==> config.mk <==
export PLATFORM = sky130hd
export DESIGN_NAME = fetch_stage
export DESIGN_NICKNAME = d
export VERILOG_FILES = /design/src/rtl/fetch_stage.sv
export SDC_FILE = /design/constraint.sdc
export NUM_CORES = 1
export LEC_CHECK = 0
export ABC_AREA = 1
export CAP_MARGIN = 20
export CORE_MARGIN = 4
export CORE_UTILIZATION = 56
export DETAILED_ROUTE_END_ITERATION = 7
export PLACE_DENSITY = 0.87
export SLEW_MARGIN = 10
export SYNTH_ARGS = -nofsm -noshare
export SYNTH_HDL_FRONTEND = slang
export SYNTH_SLANG_ARGS = --single-unit
==> constraint.sdc <==
create_clock -name clk -period 3.5 [get_ports clk]
set_input_delay 0.7 -clock clk [delete_from_list [all_inputs] [get_ports clk]]
set_output_delay 0.7 -clock clk [all_outputs]
set_load 0.05 [all_outputs]
==> src/rtl/fetch_stage.sv <==
// RV32I instruction-fetch stage with IF/ID pipeline register.
// One outstanding imem request; a skid entry holds a response that arrives while decode is stalled.
//
//   state  | meaning
//   -------+-----------------------------------------------------------
//   S_REQ  | presenting PC to imem (request valid unless StallF)
//   S_WAIT | request accepted, waiting for the response
//   S_HOLD | response parked in skid because decode was stalled
module fetch_stage #(
   parameter logic [31:0] RESET_PC  = 32'hBFC00000,
   parameter logic [31:0] NOP_INSTR = 32'h00000013
) (
   input  logic        clk,
   input  logic        rst_n,
   input  logic        StallF,
   input  logic        StallD,
   input  logic        FlushD,
   input  logic        PCSrcE,
   input  logic [31:0] PCTargetE,
   output logic        ImemReq,
   output logic [31:0] ImemAddr,
   input  logic        ImemReady,
   input  logic        ImemRValid,
   input  logic [31:0] ImemRData,
   output logic [31:0] InstrD,
   output logic [31:0] PCD,
   output logic [31:0] PCPlus4D,
   output logic        ValidD,
   output logic        FetchBusy
);

   typedef enum logic [1:0] {S_REQ, S_WAIT, S_HOLD} state_t;

   state_t      state, state_nxt;
   logic [31:0] pc_f, pc_req, skid_instr, skid_pc;
   logic [31:0] target;
   logic        drop;
   logic        accept, resp_ok, skid_ok, skid_wr;

   assign target    = {PCTargetE[31:2], 2'b00};
   assign ImemAddr  = pc_f;
   // Gated by rst_n so no request escapes while reset is held.
   assign ImemReq   = rst_n & (state == S_REQ) & ~StallF;
   assign accept    = ImemReq & ImemReady;
   assign resp_ok   = (state == S_WAIT) & ImemRValid & ~drop & ~PCSrcE;
   assign skid_ok   = (state == S_HOLD) & ~PCSrcE;
   assign skid_wr   = resp_ok & ~FlushD & StallD;
   assign FetchBusy = (state != S_REQ);

   always_ff @(posedge clk or negedge rst_n) begin
      if (!rst_n) state <= S_REQ;
      else        state <= state_nxt;
   end

   always_comb begin
      state_nxt = state;
      case (state)
         S_REQ:  if (accept) state_nxt = S_WAIT;
         S_WAIT: if (ImemRValid) state_nxt = skid_wr ? S_HOLD : S_REQ;
         S_HOLD: if (PCSrcE || !StallD) state_nxt = S_REQ;
         default: state_nxt = S_REQ;
      endcase
   end

   always_ff @(posedge clk or negedge rst_n) begin
      if (!rst_n) begin
         pc_f       <= RESET_PC;
         pc_req     <= RESET_PC;
         drop       <= 1'b0;
         skid_instr <= NOP_INSTR;
         skid_pc    <= '0;
      end else begin
         if (PCSrcE)       pc_f <= target;
         else if (StallF)  pc_f <= pc_f;
         else if (accept)  pc_f <= pc_f + 32'd4;

         if (accept) pc_req <= pc_f;

         // A response in flight when a redirect lands belongs to the old path.
         if ((state == S_WAIT) && ImemRValid)             drop <= 1'b0;
         else if (PCSrcE && ((state == S_WAIT) || accept)) drop <= 1'b1;

         if (skid_wr) begin
            skid_instr <= ImemRData;
            skid_pc    <= pc_req;
         end
      end
   end

   always_ff @(posedge clk or negedge rst_n) begin
      if (!rst_n) begin
         InstrD   <= NOP_INSTR;
         PCD      <= '0;
         PCPlus4D <= '0;
         ValidD   <= 1'b0;
      end else if (FlushD) begin
         InstrD   <= NOP_INSTR;
         PCD      <= '0;
         PCPlus4D <= '0;
         ValidD   <= 1'b0;
      end else if (StallD) begin
         InstrD   <= InstrD;
      end else if (resp_ok) begin
         InstrD   <= ImemRData;
         PCD      <= pc_req;
         PCPlus4D <= pc_req + 32'd4;
         ValidD   <= 1'b1;
      end else if (skid_ok) begin
         InstrD   <= skid_instr;
         PCD      <= skid_pc;
         PCPlus4D <= skid_pc + 32'd4;
         ValidD   <= 1'b1;
      end else begin
         InstrD   <= NOP_INSTR;
         ValidD   <= 1'b0;
      end
   end

endmodule

==> results.py, run 1 <==
metrics = {
    "status": {
        "run_status": "completed",
    },
    "synth": {
        "syn-cell-area_um2": 10400,
        "ys_seq_area_frac": 0.527,
        "async_reset_ff_frac": 1.00,
        "synth_edf_count": 0,
        "synthFlopType": "dfrtp_1",
        "ys_ff_latch": 219,
        "ys_types": 39,
        "avgSynthCellArea_um2": 8.09,
        "syn_inst": 1292,
        "yosysWarnings": 0,
    },
    "place": {
        "gp_congestion": 0.868,
        "dp_hpwl_mm": 19.8,
        "placed_area_um2": 12600,
        "numPortBuffers": 198,
    },
    "sta": {
        "finalCritPeriodShare": 0.780,
        "hold_ws_ns": 0.365,
        "finalCriticalPeriod_ns": 2.73,
        "slew_headroom": 0.443,
        "hold_viol_final": 0,
        "setup-violations-final": 0,
        "skew_ns": 0.00931,
        "worst_pin_slew_ns": 0.835,
        "report.final.slew_viol_count": 0,
        "grt_setup_unrepaired": "false",
        "max_freq_ghz": 0.366,
        "tns_ns": 0,
    },
    "layout": {
        "final_common_cell": "nand2_1",
        "fin_area_um2": 13300,
        "multiInputGateArea_um2": 4310,
        "nets": 1551,
        "seq_area_um2": 5510,
        "final_cell_mix": "nand2_1 (494), clkdlybuf4s50_1 (196), dfrtp_1 (195), nor2_1 (83), o21ai_0 (82)",
        "diodes": 0,
        "drive_gt1_frac": 0.0958,
        "area_delta_synth_final_pct": 27.7,
        "fill_cells": 1292,
    },
    "power": {
        "p_leak_nw": 6.14,
        "powerDensity_nw_per_um2": 491,
        "power_mw": 6.56,
        "ir_worst_vdd_mv": 0.396,
    },
    "die": {
        "ios": 203,
        "fp-row-count": 49,
        "dieWidth_um": 145,
        "core_area_um2": 18100,
        "dieHeight_um": 145,
        "start_util": 0.576,
        "dieArea_um2": 20900,
    },
    "setup_path": {
        "r2r_slack_ns": 1.08,
        "reg2reg_depth": 9,
        "cp_num_buf_inv": 2,
        "r2r-start": "state[1]",
        "required_ns": 2.80,
        "timing.rr.end": "PCD[19]",
        "path_class": "flip-flop to output port",
        "worstPathMaxFanout": 3,
        "end_kind": "output port",
        "cp_top_family": "buffers and inverters",
        "crit_path_max_incr_delay_ns": 0.80,
        "crit_slowest_cell": "clkdlybuf4s50_1",
        "worstPathCellList": "nor2_1 -> inv_1 -> clkdlybuf4s50_1",
        "crit_arrival_ns": 2.03,
        "start_kind": "flip-flop",
    },
    "clock_tree": {
        "clock_path_buffers": 3,
        "cts-hold-fix-buffers": 0,
        "cts_max_level": 1,
        "clkSinkCount": 219,
        "post_cts_buffers": 0,
        "clk_latency_ns": 0.51,
        "cts-root-buf": "clkbuf_16",
        "ctsResizeCount": 0,
        "cts_buffers": 23,
        "cts_tree": "yes",
        "clk_pin_slew_ns": 0.06,
    },
    "global_routing": {
        "use_met1": 0.395,
        "grt_max_degree": 69,
        "grt_pass1_vias": 9245,
        "grt_usage": 0.271,
        "grt_pass1_wl_mm": 45.9,
        "grt.overflow.total": 0,
        "grt_use_met2": 0.428,
        "grt-busiest-layer": "met2",
        "met3_usage": 0.0427,
        "antenna_found_initial": 0,
    },
    "drt": {
        "drt_iter0_drc": 964,
        "drcViolationCount": 0,
        "vias_per_cell": 5.58,
        "drtPass1Iterations": 6,
        "drtAntennaViolNets": 0,
        "vias": 9608,
        "wl_per_cell_um": 16.6,
        "wl_mm": 28.5,
    },
    "run": {
        "drv_cap": 0,
    },
    "min_path": {
        "min_path_type": "input pin to asynchronous set/reset pin",
    },
}
synth_stat cells (all sizes together) (2+ instances only):
master  count  area, µm²
nand2     511       1960
nand3      75        388
ha          2       25.0
a22oi      10       75.1
dfrtp     195       4880
a22o        2       17.5
o211ai     12       90.1
dfstp      24        631
a21oi       7       35.0
o22ai       3       18.8
inv        86        323
o21ai     106        531
clkbuf     35        131
nand4      19        119
nor2      108        526
xor2       20        175
a31oi      20        125
buf        28        181
o221ai     12        105
nor3        8       45.0
worst max-delay path by stage:
stage               startpoint           end  depth (start not counted)
global placement    ImemRValid  PCPlus4D[18]                          9
floorplan                rst_n  ImemAddr[17]                          7
finish                state[1]     FetchBusy                          3
detailed placement      PCSrcE  PCPlus4D[28]                         13
global route            PCSrcE  PCPlus4D[28]                         13
CTS                   state[1]     FetchBusy                          3
where the power goes:
group | internal (mW) | leakage [nW] | switching, mW
Clock | 1.32 | 0.356 | 1.00
Sequential | 2.84 | 2.85 | 0.225
Combinational | 0.392 | 2.93 | 0.776
registers in the layout, indices dropped and copies added (netlist names), 2 cells and up:
| register | count |
|---|---|
| ImemAddr | 30 |
| skid_instr | 32 |
| PCPlus4D | 30 |
| InstrD | 32 |
| state | 2 |
| PCD | 31 |
| skid_pc | 30 |
| pc_req | 30 |
through the flow:
stage               setup WS (ns)  instances  utilization
finish                      0.771       1722        0.735
global route                0.683       1722        0.735
CTS                         0.758       1722        0.735
detailed placement          0.372       1681        0.696
global placement            0.400       1681        0.696
floorplan                   0.993       1293            -
layout make-up:
class                      instances  share of cell area
sequential                       219               0.413
multi-input combinational        924               0.323
timing repair buffer             222               0.165
clock buffer                      32              0.0494
inverter                          87              0.0245
tap                              229              0.0215
clock inverter                     9             0.00413
logic make-up (layout without fill, tap and decap cells):
family,count (synthesis),count (layout),synth area share
simple gates,722,722,0.291
flops,219,219,0.527
compound gates,177,177,0.0995
buf+inv,150,350,0.0612
xor+xnor,21,21,0.0176
fa+ha+maj,2,2,0.00239
other cells,1,2,0.000359
layer usage:
layer / up-vias / wire length [µm]
met5: - / 0
met4: 0 / 539
met3: 49 / 2180
met2: 457 / 13400
met1: 4580 / 12500
li1: 4522 / -
Note: power is estimated with default switching activity, not from simulation.
==> inputs of run 2 (changes only) <==
--- a/config.mk
+++ b/config.mk
@@ -8,9 +8,9 @@
 export ABC_AREA = 1
 export CAP_MARGIN = 20
 export CORE_MARGIN = 4
-export CORE_UTILIZATION = 56
+export CORE_UTILIZATION = 47
 export DETAILED_ROUTE_END_ITERATION = 7
-export PLACE_DENSITY = 0.87
+export PLACE_DENSITY = 0.78
 export SLEW_MARGIN = 10
 export SYNTH_ARGS = -nofsm -noshare
 export SYNTH_HDL_FRONTEND = slang
==> constraint.sdc (replaced) <==
create_clock -name clk -period 2.4 [get_ports clk]
set_input_delay 0.48 -clock clk [delete_from_list [all_inputs] [get_ports clk]]
set_output_delay 0.48 -clock clk [all_outputs]
set_load 0.05 [all_outputs]
==> run 2 against run 1 <==
- sequential power is 46% higher
- final area up 5.9%
- critical path depth fell by 2
- first-iteration DRC count shrank 13%
- non-clock buffer count increased by 70
- worst hold slack lost 0.24 ns
- routed wire length is 0.63% higher
- clock power rose by 69%
- setup slack lost 0.73 ns
- core utilization down 8.8 points
- register-to-register slack lost 0.85 ns
- flip-flop and latch count did not move
- largest power group unchanged
==> results.py, run 2 (synthesis results as in run 1) <==
metrics = {
    "sta": {
        "tns_ns": 0,
        "skew_ns": 0.0193,
        "hold_viol_final": 0,
        "slew_headroom": 0.382,
        "report.final.slew_viol_count": 0,
        "hold_ws_ns": 0.123,
        "finalCritPeriodShare": 0.981,
        "worst_pin_slew_ns": 0.927,
        "max_freq_ghz": 0.425,
        "setup-violations-final": 0,
        "finalCriticalPeriod_ns": 2.35,
        "grt_setup_unrepaired": "false",
    },
    "clock_tree": {
        "clk_latency_ns": 0.52,
        "cts_max_level": 1,
        "post_cts_buffers": 0,
        "cts_tree": "yes",
        "cts-root-buf": "clkbuf_16",
        "clk_pin_slew_ns": 0.06,
        "clkSinkCount": 219,
        "clock_path_buffers": 3,
        "cts_buffers": 24,
    },
    "global_routing": {
        "grt.overflow.total": 0,
        "grt_pass1_vias": 9401,
        "grt_usage": 0.230,
        "grt_pass1_wl_mm": 46.8,
        "grt_max_degree": 109,
        "antenna_found_initial": 0,
    },
    "drt": {
        "wl_mm": 28.7,
        "vias_per_cell": 5.24,
        "wl_per_cell_um": 15.6,
        "drt_iter0_drc": 834,
        "drtPass1Iterations": 5,
        "vias": 9666,
        "drcViolationCount": 0,
        "drtAntennaViolNets": 0,
    },
    "layout": {
        "final_common_cell": "nand2_1",
        "drive_gt1_frac": 0.138,
        "diodes": 0,
        "largestRegisters": "InstrD: 32 flops, skid_instr: 32 flops, PCD: 31 flops",
        "nets": 1622,
        "final_cell_mix": "nand2_1 (494), dfrtp_1 (195), clkdlybuf4s50_1 (188), buf_4 (88), nor2_1 (83)",
        "area_delta_synth_final_pct": 35.3,
    },
    "min_path": {
        "min_path_type": "input pin to asynchronous set/reset pin",
    },
    "setup_path": {
        "crit_path_max_incr_delay_ns": 0.81,
        "required_ns": 1.92,
        "worstPathCellList": "clkdlybuf4s50_1",
        "cp_num_buf_inv": 1,
        "crit_slowest_cell": "clkdlybuf4s50_1",
        "crit_arrival_ns": 1.87,
        "cp_top_family": "buffers and inverters",
        "end_kind": "output port",
        "start_kind": "flip-flop",
        "worstPathMaxFanout": 3,
        "path_class": "flip-flop to output port",
    },
    "die": {
        "dieArea_um2": 24700,
        "core_area_um2": 21800,
        "start_util": 0.479,
        "dieHeight_um": 157,
        "fp-row-count": 54,
        "dieWidth_um": 157,
        "ios": 203,
    },
    "place": {
        "dp_hpwl_mm": 20.6,
        "numPortBuffers": 198,
        "gp_congestion": 0.928,
    },
    "power": {
        "powerDensity_nw_per_um2": 726,
        "p_leak_nw": 6.61,
        "ir_worst_vdd_mv": 0.571,
    },
    "status": {
        "run_status": "completed",
    },
    "run": {
        "drv_cap": 0,
    },
}
-- run 2: cell count changes in the layout (fill, tap and decap cells not counted), sizes merged --
cell	change
clkdlybuf4s50	-8
clkinv	-1
clkbuf	+1
buf	+70
inv	-1
bufinv	+4
dlygate4sd2	+5
dlymetal6s2s	+3
-- run 2: area by class of cell --
type	count	area, µm²
Timing Repair Buffer	292	2780
Tap cell	280	350
Inverter	87	327
Clock buffer	33	696
Multi-Input combinational cell	924	4310
Sequential cell	219	5510
Fill cell	1756	7690
Clock inverter	11	161
-- run 2: routing by layer --
| layer | wire, µm | global-route usage | vias up |
|---|---|---|---|
| li1 | - | - | 4676 |
| met4 | 607 | 0.0557 | 0 |
| met5 | 0 | 0 | - |
| met1 | 13400 | 0.346 | 4591 |
| met2 | 12900 | 0.355 | 350 |
| met3 | 1900 | 0.0346 | 49 |
-- run 2: path summary, 6_finish.rpt --
path                       cells past startpoint     startpoint            end  slack, ns
max                                            1   ImemAddr[31]   ImemAddr[31]       0.05
min                                            2          rst_n    ImemAddr[7]       0.12
max in group asynchronous                      2          rst_n    PCPlus4D[3]       1.50
min reg2reg                                    2  skid_instr[1]  skid_instr[1]       0.47
max reg2reg                                   13       state[1]   PCPlus4D[28]       0.23
min in group clk                               2  skid_instr[1]  skid_instr[1]       0.47
-- run 2: repair_timing --
action,in CTS,in global routing
endpoints found under the setup margin,5,4
hold buffers,0,0
gates resized for setup,5,4
-- run 2: metrics by stage --
stage / area [µm²] / std cells / total power [mW] / utilization / worst slack (ns)
2_1_floorplan: 10500 / 1293 / 5.50 / - / 0.00357
3_3_place_gp: 13300 / 1802 / 6.31 / 0.608 / -0.239
3_5_place_dp: 13300 / 1802 / 6.37 / 0.608 / -0.292
4_1_cts: 14100 / 1846 / 10.3 / 0.647 / 0.0133
5_1_grt: 14100 / 1846 / 10.8 / 0.648 / 0.000836
6_report: 14100 / 1846 / 10.3 / 0.648 / 0.0460
-- run 2: where the power goes --
group	switching, mW	leakage (nW)	internal (mW)
clock	1.47	0.422	2.46
sequential	0.324	2.85	4.15
combinational	1.15	3.34	0.714
